<file path="src/rtl/cpu_ctrl_pkg.sv">
// cpu_ctrl_pkg: shared state/class enums, opcode constants and ALU function codes
//   state_t     sequencer states
//   op_class_t  instruction classes produced by op_class_decode
package cpu_ctrl_pkg;
    typedef enum logic [2:0] {
        S_IDLE, S_FETCH, S_DECODE, S_EXEC, S_MEM, S_WB, S_HALT
    } state_t;
    typedef enum logic [2:0] {
        C_PUSH, C_ALU, C_RET, C_BR, C_CALL, C_HALT, C_ILL
    } op_class_t;
    localparam logic [3:0] CLS_SYS  = 4'd0;
    localparam logic [3:0] CLS_CALL = 4'd10;
    localparam logic [3:0] CLS_HALT = 4'd15;
    localparam logic [2:0] SUB_RET  = 3'd6;
    localparam logic [2:0] FN_ADD   = 3'd2;
    localparam logic [2:0] FN_PASS  = 3'd6;
endpackage

</file>
<file path="src/rtl/op_class_decode.sv">
// op_class_decode: combinational instruction class decoder
//   op  in   ir[15:9] (class in op[6:3], sub-op in op[2:0])
//   cls out  decoded instruction class
module op_class_decode
    import cpu_ctrl_pkg::*;
(
    input  logic [6:0] op,
    output op_class_t  cls
);
    logic [3:0] c;
    logic [2:0] s;
    assign c = op[6:3];
    assign s = op[2:0];
    assign cls = c == CLS_SYS  ? (s == 3'd0 ? C_PUSH : s == SUB_RET ? C_RET : C_ALU) :
                 c == CLS_CALL ? C_CALL :
                 c == CLS_HALT ? C_HALT :
                 c >  CLS_CALL ? C_ILL  : C_BR;
endmodule

</file>
<file path="src/rtl/multicycle_sequencer.sv">
// multicycle_sequencer: Moore control FSM for a multicycle CPU datapath
//   clk, rst_n                 clock, async active-low reset
//   start, ir, cond_true       start request, instruction register, branch condition
//   mem_ready                  data-memory access complete
//   ld_ir, ld_pc, pc_sel       IR load, PC load, PC source (0 = PC+1, 1 = R)
//   tpcX,tRDM,tregY,tlab,treg,tpc  bus driver enables (X, Y, D_bus)
//   RDM,spSel,inc,ldsp,WRR,fn  memory read/write, SP control, reg write, ALU function
//   busy, halted, illegal      status flags
module multicycle_sequencer
    import cpu_ctrl_pkg::*;
(
    input  logic        clk,
    input  logic        rst_n,
    input  logic        start,
    input  logic [15:0] ir,
    input  logic        cond_true,
    input  logic        mem_ready,
    output logic        ld_ir,
    output logic        ld_pc,
    output logic        pc_sel,
    output logic        tpcX,
    output logic        tRDM,
    output logic        tregY,
    output logic        tlab,
    output logic        treg,
    output logic        tpc,
    output logic        RDM,
    output logic        spSel,
    output logic        inc,
    output logic        ldsp,
    output logic        WRR,
    output logic [2:0]  fn,
    output logic        busy,
    output logic        halted,
    output logic        illegal
);
    state_t     state, state_nx;
    op_class_t  cls, dec_cls;
    logic [2:0] sub_op;
    logic       cond_r;
    logic       unused_ir;

    assign unused_ir = ^ir[8:0];

    op_class_decode u_dec (.op(ir[15:9]), .cls(dec_cls));

    always_ff @(posedge clk or negedge rst_n) begin
        if (!rst_n) begin
            state  <= S_IDLE;
            cls    <= C_PUSH;
            sub_op <= 3'd0;
            cond_r <= 1'b0;
        end else begin
            state <= state_nx;
            if (state == S_DECODE) begin
                cls    <= dec_cls;
                sub_op <= ir[11:9];
            end
            if (state == S_EXEC) cond_r <= cond_true;
        end
    end

    always_comb begin
        state_nx = state;
        ld_ir    = 1'b0;
        ld_pc    = 1'b0;
        pc_sel   = 1'b0;
        tpcX     = 1'b0;
        tRDM     = 1'b0;
        tregY    = 1'b0;
        tlab     = 1'b0;
        treg     = 1'b0;
        tpc      = 1'b0;
        RDM      = 1'b1;
        spSel    = 1'b0;
        inc      = 1'b0;
        ldsp     = 1'b0;
        WRR      = 1'b0;
        fn       = 3'd0;
        halted   = 1'b0;
        illegal  = 1'b0;
        busy     = state != S_IDLE && state != S_HALT;
        case (state)
            S_IDLE:   state_nx = start ? S_FETCH : S_IDLE;
            S_FETCH: begin
                ld_ir    = 1'b1;
                ld_pc    = 1'b1;
                state_nx = S_DECODE;
            end
            S_DECODE: begin
                // IR is already loaded and stable here, so the live decode is used for the one-cycle illegal pulse
                illegal  = dec_cls == C_ILL;
                state_nx = dec_cls == C_HALT ? S_HALT :
                           dec_cls == C_ILL  ? S_FETCH :
                           (dec_cls == C_ALU || dec_cls == C_BR) ? S_EXEC : S_MEM;
            end
            S_MEM: begin
                if (cls == C_RET) begin
                    tRDM = 1'b1;
                    fn   = FN_PASS;
                end else begin
                    // push: the write strobe and SP update fire only on the completing cycle
                    spSel = 1'b1;
                    treg  = cls == C_PUSH;
                    tpc   = cls == C_CALL;
                    RDM   = !mem_ready;
                    ldsp  = mem_ready;
                end
                state_nx = !mem_ready      ? S_MEM   :
                           cls == C_PUSH   ? S_FETCH :
                           cls == C_RET    ? S_WB    : S_EXEC;
            end
            S_EXEC: begin
                tRDM     = cls == C_ALU;
                tregY    = cls == C_ALU;
                tpcX     = cls != C_ALU;
                tlab     = cls != C_ALU;
                fn       = cls == C_ALU ? sub_op : FN_ADD;
                state_nx = S_WB;
            end
            S_WB: begin
                WRR      = cls == C_ALU;
                inc      = cls == C_ALU || cls == C_RET;
                ldsp     = cls == C_ALU || cls == C_RET;
                ld_pc    = cls == C_RET || cls == C_CALL || (cls == C_BR && cond_r);
                pc_sel   = ld_pc;
                state_nx = S_FETCH;
            end
            S_HALT:   halted = 1'b1;
            default:  state_nx = S_IDLE;
        endcase
    end
endmodule

</file>
<file path="config.mk">
export PLATFORM = sky130hd
export DESIGN_NAME = multicycle_sequencer
export DESIGN_NICKNAME = d
export VERILOG_FILES = /design/src/rtl/cpu_ctrl_pkg.sv /design/src/rtl/op_class_decode.sv /design/src/rtl/multicycle_sequencer.sv
export SDC_FILE = /design/constraint.sdc
export NUM_CORES = 1
export LEC_CHECK = 0
export CAP_MARGIN = 20
export CORE_MARGIN = 2
export CORE_UTILIZATION = 42
export CTS_CLUSTER_SIZE = 20
export DETAILED_ROUTE_END_ITERATION = 10
export PLACE_DENSITY = 0.83
export SLEW_MARGIN = 15
export SYNTH_ARGS = -nofsm -noshare
export SYNTH_HDL_FRONTEND = slang
export SYNTH_SLANG_ARGS = --single-unit
</file>
<file path="constraint.sdc">
create_clock -name clk -period 3.45 [get_ports clk]
set_input_delay 0.69 -clock clk [delete_from_list [all_inputs] [get_ports clk]]
set_output_delay 0.69 -clock clk [all_outputs]
set_load 0.1 [all_outputs]
</file>
# Word level (Yosys, flattened, before mapping)
# Cells that the tools add are included.
# totals
regBits	10
out_inout_bits	20
# op_classes
n_mux	38
n_eq_ne	19
reduce_logical	12
magnitude_cmp	1
# ops
cell	count
3-bit two-way mux	13
3-bit equality test (second input constant)	7
3-bit case mux with 7 select lines	1
1-bit two-way mux	19
3-bit by 2-bit equality test with 1-bit output (second input constant)	5
3-bit by 1-bit equality test with 1-bit output (second input constant)	3
3-bit zero test	3
4-bit equality test (second input constant)	2
1-bit case mux with 2 select lines	3
3-bit case mux with 2 select lines	1
4-bit greater-than comparator (second input constant)	1
4-bit zero test	1
1-bit logical OR	4
3-bit by 1-bit inequality test with 1-bit output (second input constant)	1
3-bit inequality test (second input constant)	1
3-bit nonzero test	1
1-bit logical AND	2
2-bit two-way mux	1
1-bit zero test	1

# Logic depth before layout (Yosys ltp)
# depth
depth_word	11
mapped_depth	5

# Modules after synthesis
# From an unflattened synthesis, not the netlist that was laid out.
# hier_totals
cells_unflattened	89
area_unflattened_um2	802.0
# by_module_without_submodules
mod	n_inst	cells_per_inst	area_each_um2
multicycle_sequencer	1	80	730.7
op_class_decode	1	9	71.3

# Worst setup path after synthesis
# OpenSTA, ideal clock, no wires.
# synth_timing
kind	flip-flop to output port
startpoint	register state[1]
endpoint	output illegal
t_arrival_ps	3304
slack_ps	-544
path_stages_with_launch	5
cell_sequence	dfrtp_1 -> buf_2 -> or3b_2 -> buf_2 -> nor3b_1
# synth_via
elab_chain_cells	2
# synth_rtl
item	line	source
start: declaration	multicycle_sequencer.sv:37	state_t state, state_nx;
start signal: assignment	multicycle_sequencer.sv:54	state <= state_nx;
3-bit by 2-bit equality test with 1-bit output	multicycle_sequencer.sv:83	case (state)
1-bit two-way mux	multicycle_sequencer.sv:83	
end: declaration	multicycle_sequencer.sv:35	output logic illegal
# Every way passes these cells.

# Worst setup path after layout
# layout_timing
startpoint	input ir[13]
endpoint	output illegal
# layout_via
elab_chain_cells	7
elab_cells_between_ends	10
classes_between	order compare (1); eq/ne (3); mux (5); reduce/logical (1)
# layout_rtl
item	line	source
start: declaration	multicycle_sequencer.sv:15	input logic [15:0] ir,
4-bit greater-than comparator	op_class_decode.sv:17	c > CLS_CALL ? C_ILL : C_BR;
3-bit two-way mux	op_class_decode.sv:17	
3-bit two-way mux	op_class_decode.sv:16	c == CLS_HALT ? C_HALT :
3-bit two-way mux	op_class_decode.sv:15	c == CLS_CALL ? C_CALL :
3-bit two-way mux (*)	op_class_decode.sv:14	assign cls = c == CLS_SYS ? (s == 3'd0 ? C_PUSH : s == SUB_RET ? C_RET : C_ALU) :
3-bit equality test (*)	multicycle_sequencer.sv:92	illegal = dec_cls == C_ILL;
1-bit two-way mux (*)	multicycle_sequencer.sv:83	
# Every way passes the cells marked *; elsewhere a longest branch is shown, timed or not.

==> impl_results.html <==
<table>
<tr><th>Metric</th><th>Value</th></tr>
<tr><th colspan="2">STA</th></tr>
<tr><td>Max Freq</td><td>0.372 GHz</td></tr>
<tr><td>Final period utilization</td><td>slightly below 80%</td></tr>
<tr><td>Transition at the pin with the smallest max-transition slack</td><td>between 0.4 and 0.5 ns</td></tr>
<tr><td>Final number of max-transition violations</td><td>0</td></tr>
<tr><td>Fin Setup TNS</td><td>0 ns</td></tr>
<tr><td>Final clock skew</td><td>between 0.0006 and 0.0007 ns</td></tr>
<tr><td>Final Hold Viols</td><td>0</td></tr>
<tr><td>Max_slew headroom</td><td>69.5%</td></tr>
<tr><td>Setup violators final</td><td>0</td></tr>
<tr><td>Unrepaired setup endpoints after global routing</td><td>no</td></tr>
<tr><td>Time the worst path needs with I/O delays and setup</td><td>2.69 ns</td></tr>
<tr><th colspan="2">GRT</th></tr>
<tr><td>Antenna violations before repair</td><td>0</td></tr>
<tr><td>Total grt overflow</td><td>0</td></tr>
<tr><td>Global-route wire length before repair</td><td>~2800 um</td></tr>
<tr><td>GR Util All Layers</td><td>around 18%</td></tr>
<tr><td>Pin count of the biggest net entering global routing</td><td>15</td></tr>
<tr><td>Via count of the first global-routing pass</td><td>between 600 and 700</td></tr>
<tr><th colspan="2">Clock tree</th></tr>
<tr><td>Clock buffers created by TritonCTS</td><td>3</td></tr>
<tr><td>Resized Gates After CTS</td><td>0</td></tr>
<tr><td>Setup repair bufs after CTS</td><td>0</td></tr>
<tr><td>TritonCTS sink count</td><td>10</td></tr>
<tr><td>Clock latency on the worst-skew pair</td><td>about 0.26 ns</td></tr>
<tr><td>Clk root buf</td><td>clkbuf_4</td></tr>
<tr><td>Maximum root-to-sink buffer count</td><td>2</td></tr>
<tr><td>Clock transition at the registers of the reported paths</td><td>~0.070 ns</td></tr>
<tr><td>CTS Hold Buffers Added</td><td>0</td></tr>
<tr><td>CTS tree</td><td>done</td></tr>
<tr><td>Htree depth</td><td>1</td></tr>
<tr><th colspan="2">Setup path</th></tr>
<tr><td>Reg-to-reg critical path startpoint</td><td>state[0]</td></tr>
<tr><td>Crit end category</td><td>output port</td></tr>
<tr><td>Worst stage delay on the critical path</td><td>around 0.57 ns</td></tr>
<tr><td>Internal reg-to-reg setup slack</td><td>about 1.8 ns</td></tr>
<tr><td>Critical path cell sequence</td><td>clkdlybuf4s50_1 &gt; nand2_1 &gt; xor2_1 &gt; nor3b_2 &gt; buf_12</td></tr>
<tr><td>Worst Path Required</td><td>between 2 and 3 ns</td></tr>
<tr><td>Type of the worst setup path</td><td>input pin to output port</td></tr>
<tr><td>R2R depth</td><td>3</td></tr>
<tr><td>CP startpoint kind</td><td>input pin</td></tr>
<tr><td>Arrival time at the worst endpoint</td><td>2.00 ns</td></tr>
<tr><td>CP delay by family, top</td><td>buffers and inverters</td></tr>
<tr><td>Slowest CP cell</td><td>clkdlybuf4s50_1</td></tr>
<tr><td>Buffering stage count on the worst path with inverters included</td><td>2</td></tr>
<tr><td>Endpoint of the most critical register-to-register path</td><td>state[1]</td></tr>
<tr><td>Largest fanout of any net on the critical path</td><td>7</td></tr>
<tr><th colspan="2">Synthesis</th></tr>
<tr><td>Cell type contributing the most total cell area after synthesis</td><td>dfrtp_1</td></tr>
<tr><td>Top cells by count, synth</td><td>nand2_1 (12), dfrtp_1 (10), a21oi_1 (7), nor2_1 (7), inv_1 (6)</td></tr>
<tr><td>Count of flip-flops with a built-in enable after synthesis</td><td>0</td></tr>
<tr><td>Syn Std Cell Area</td><td>between 800 and 900 sq um</td></tr>
<tr><td>Library cells used by synthesis</td><td>33</td></tr>
<tr><td>Warnings from Yosys</td><td>0</td></tr>
<tr><td>Post-Synthesis Cells</td><td>roughly 110</td></tr>
<tr><td>Mean post-synth cell area</td><td>7.76 sq um</td></tr>
<tr><td>Share of flip-flops with an asynchronous set or reset after synthesis</td><td>between 90% and 100%</td></tr>
<tr><td>Top cells by area, synth</td><td>dfrtp_1 (30%), nand2_1 (5.5%), nor3b_1 (4.6%)</td></tr>
<tr><td>Most repeated cell in the gate-level netlist after synthesis</td><td>nand2_1</td></tr>
<tr><td>Share of the synthesized area in the top cell type</td><td>30.4%</td></tr>
<tr><td>Count of state elements after synthesis</td><td>10</td></tr>
<tr><td>Primary FF master, synth</td><td>dfrtp_1</td></tr>
<tr><td>Synthesized netlist net count</td><td>127</td></tr>
<tr><td>Share of synthesized area occupied by flip-flops and latches</td><td>between 30% and 40%</td></tr>
<tr><th colspan="2">Finish</th></tr>
<tr><td>Post-route cell area</td><td>between 1000 and 1500 sq um</td></tr>
<tr><td>Nets</td><td>approximately 160</td></tr>
<tr><td>Share of cells above drive strength 1</td><td>~29%</td></tr>
<tr><td>Final instance count without filler cells</td><td>161</td></tr>
<tr><td>Antenna Cells</td><td>0</td></tr>
<tr><td>Area added between synthesis and finish</td><td>43.4%</td></tr>
<tr><th colspan="2">Placed design</th></tr>
<tr><td>Area after DPL</td><td>~1100 sq um</td></tr>
<tr><td>Post-Place Cells</td><td>between 150 and 200</td></tr>
<tr><td>Port Buffer Count</td><td>31</td></tr>
<tr><td>Final HPWL from detailed placement</td><td>1500 um</td></tr>
<tr><td>Gpl congestion</td><td>0.798</td></tr>
<tr><th colspan="2">Die</th></tr>
<tr><td>Initial core utilization</td><td>43.2%</td></tr>
<tr><td>Horizontal extent of the die</td><td>48.2 um</td></tr>
<tr><td>Chip Height</td><td>48.2 um</td></tr>
<tr><td>Top-Level Pins</td><td>41</td></tr>
<tr><td>Die outline area</td><td>between 2000 and 2500 sq um</td></tr>
<tr><td>Number of standard-cell rows in the floorplan</td><td>16</td></tr>
<tr><td>Floorplan core area</td><td>around 1900 sq um</td></tr>
<tr><th colspan="2">Detailed routing</th></tr>
<tr><td>Detailed-router iteration count before antenna repair</td><td>4</td></tr>
<tr><td>WL final</td><td>~1900 um</td></tr>
<tr><td>Wire per inst</td><td>11.7 um</td></tr>
<tr><td>First DRT Iteration DRCs</td><td>10</td></tr>
<tr><td>Routed via count divided by cell count</td><td>5.18</td></tr>
<tr><td>Routed via count</td><td>834</td></tr>
<tr><td>Antenna Nets Post-Route</td><td>0</td></tr>
<tr><td>DRC</td><td>0</td></tr>
<tr><th colspan="2">Worst hold path</th></tr>
<tr><td>Min-Delay Startpoint</td><td>sub_op[0]</td></tr>
<tr><td>Number of instances on the worst hold path</td><td>2</td></tr>
<tr><td>Path category of the worst min-delay check</td><td>flip-flop to flip-flop</td></tr>
<tr><td>End of the worst hold path</td><td>sub_op[0]</td></tr>
<tr><th colspan="2">Run status</th></tr>
<tr><td>Result of the run</td><td>completed</td></tr>
<tr><th colspan="2">Run</th></tr>
<tr><td>Count of maximum capacitance violations</td><td>0</td></tr>
</table>
## layer usage
layer  routed length [um]  vias to the layer above  GRT usage [%]
met1                  859                      367           22.3
met3                  109                        4           2.22
met4                   28                        0           8.11
met5                    0                        -              0
li1                     -                      432              -
met2                  883                       31           29.2
## worst reg2reg max path, delay by kind of cell (launching register included)
| family | cells | cell delay, ns |
|---|---|---|
| and+or+nand+nor | 1 | 0.65 |
| DFF | 1 | 0.51 |
| AOI/OAI and AO/OA | 2 | 0.38 |
## stage by stage
stage	setup WS, ns	hold WS [ns]	util, %
after global placement	0.802	0.465	60.1
after CTS	0.759	0.480	62.0
after floorplan	0.160	0.394	-
after global routing	0.676	0.506	62.0
final	0.760	0.473	62.0
after detailed placement	0.775	0.463	60.1
## cells in the final DEF (no fill, tap or decap), types with 2 or more instances in the layout
master / n
buf_4: 19
nand2_1: 12
clkdlybuf4s50_1: 11
dfrtp_1: 10
nor2_1: 7
inv_1: 6
a21oi_1: 6
o21ai_0: 5
nand3_1: 4
nor2b_1: 4
nand2b_1: 4
nor3b_1: 3
mux2_2: 3
clkbuf_4: 3
nor3_2: 2
nand3b_1: 2
a31oi_1: 2
nor3b_2: 2
xor2_1: 2
or3b_2: 2
xnor2_1: 2
and3_1: 2
and3_2: 2
a211o_1: 2
a311oi_1: 2
buf_12: 2
## worst max-delay path by stage
stage,to,start,cells past startpoint
6_report,illegal,ir[13],5
5_1_grt,illegal,ir[13],5
4_1_cts,illegal,ir[13],5
3_5_place_dp,illegal,ir[13],5
3_3_place_gp,illegal,ir[13],5
2_1_floorplan,tRDM,state[1],4
## cells by family (layout without fill, tap and decap cells)
kind of cell | Yosys count | after routing | synth area share, %
flip-flops | 10 | 10 | 30.4
buffers and inverters | 14 | 42 | 7.15
AND/OR/NAND/NOR | 50 | 50 | 34.1
multiplexers | 3 | 3 | 4.11
AO/OA/AOI/OAI | 25 | 25 | 19.9
XOR/XNOR | 4 | 4 | 4.26
## state kept, by name, indices dropped and copies added (netlist names)
name    count
cond_r      1
sub_op      3
cls         3
state       3
## cell type report
type | instances | area [sq um]
fillers | 170 | 723
well taps | 27 | 33.8
multi-input cells | 82 | 543
clock buffers | 4 | 36.3
flip-flops and latches | 10 | 250
inverters | 6 | 22.5
repair buffers | 32 | 293
Power is left out: the tool's default activity adds up to more than one toggle a clock period on the data nets, which glitch-free logic cannot reach.
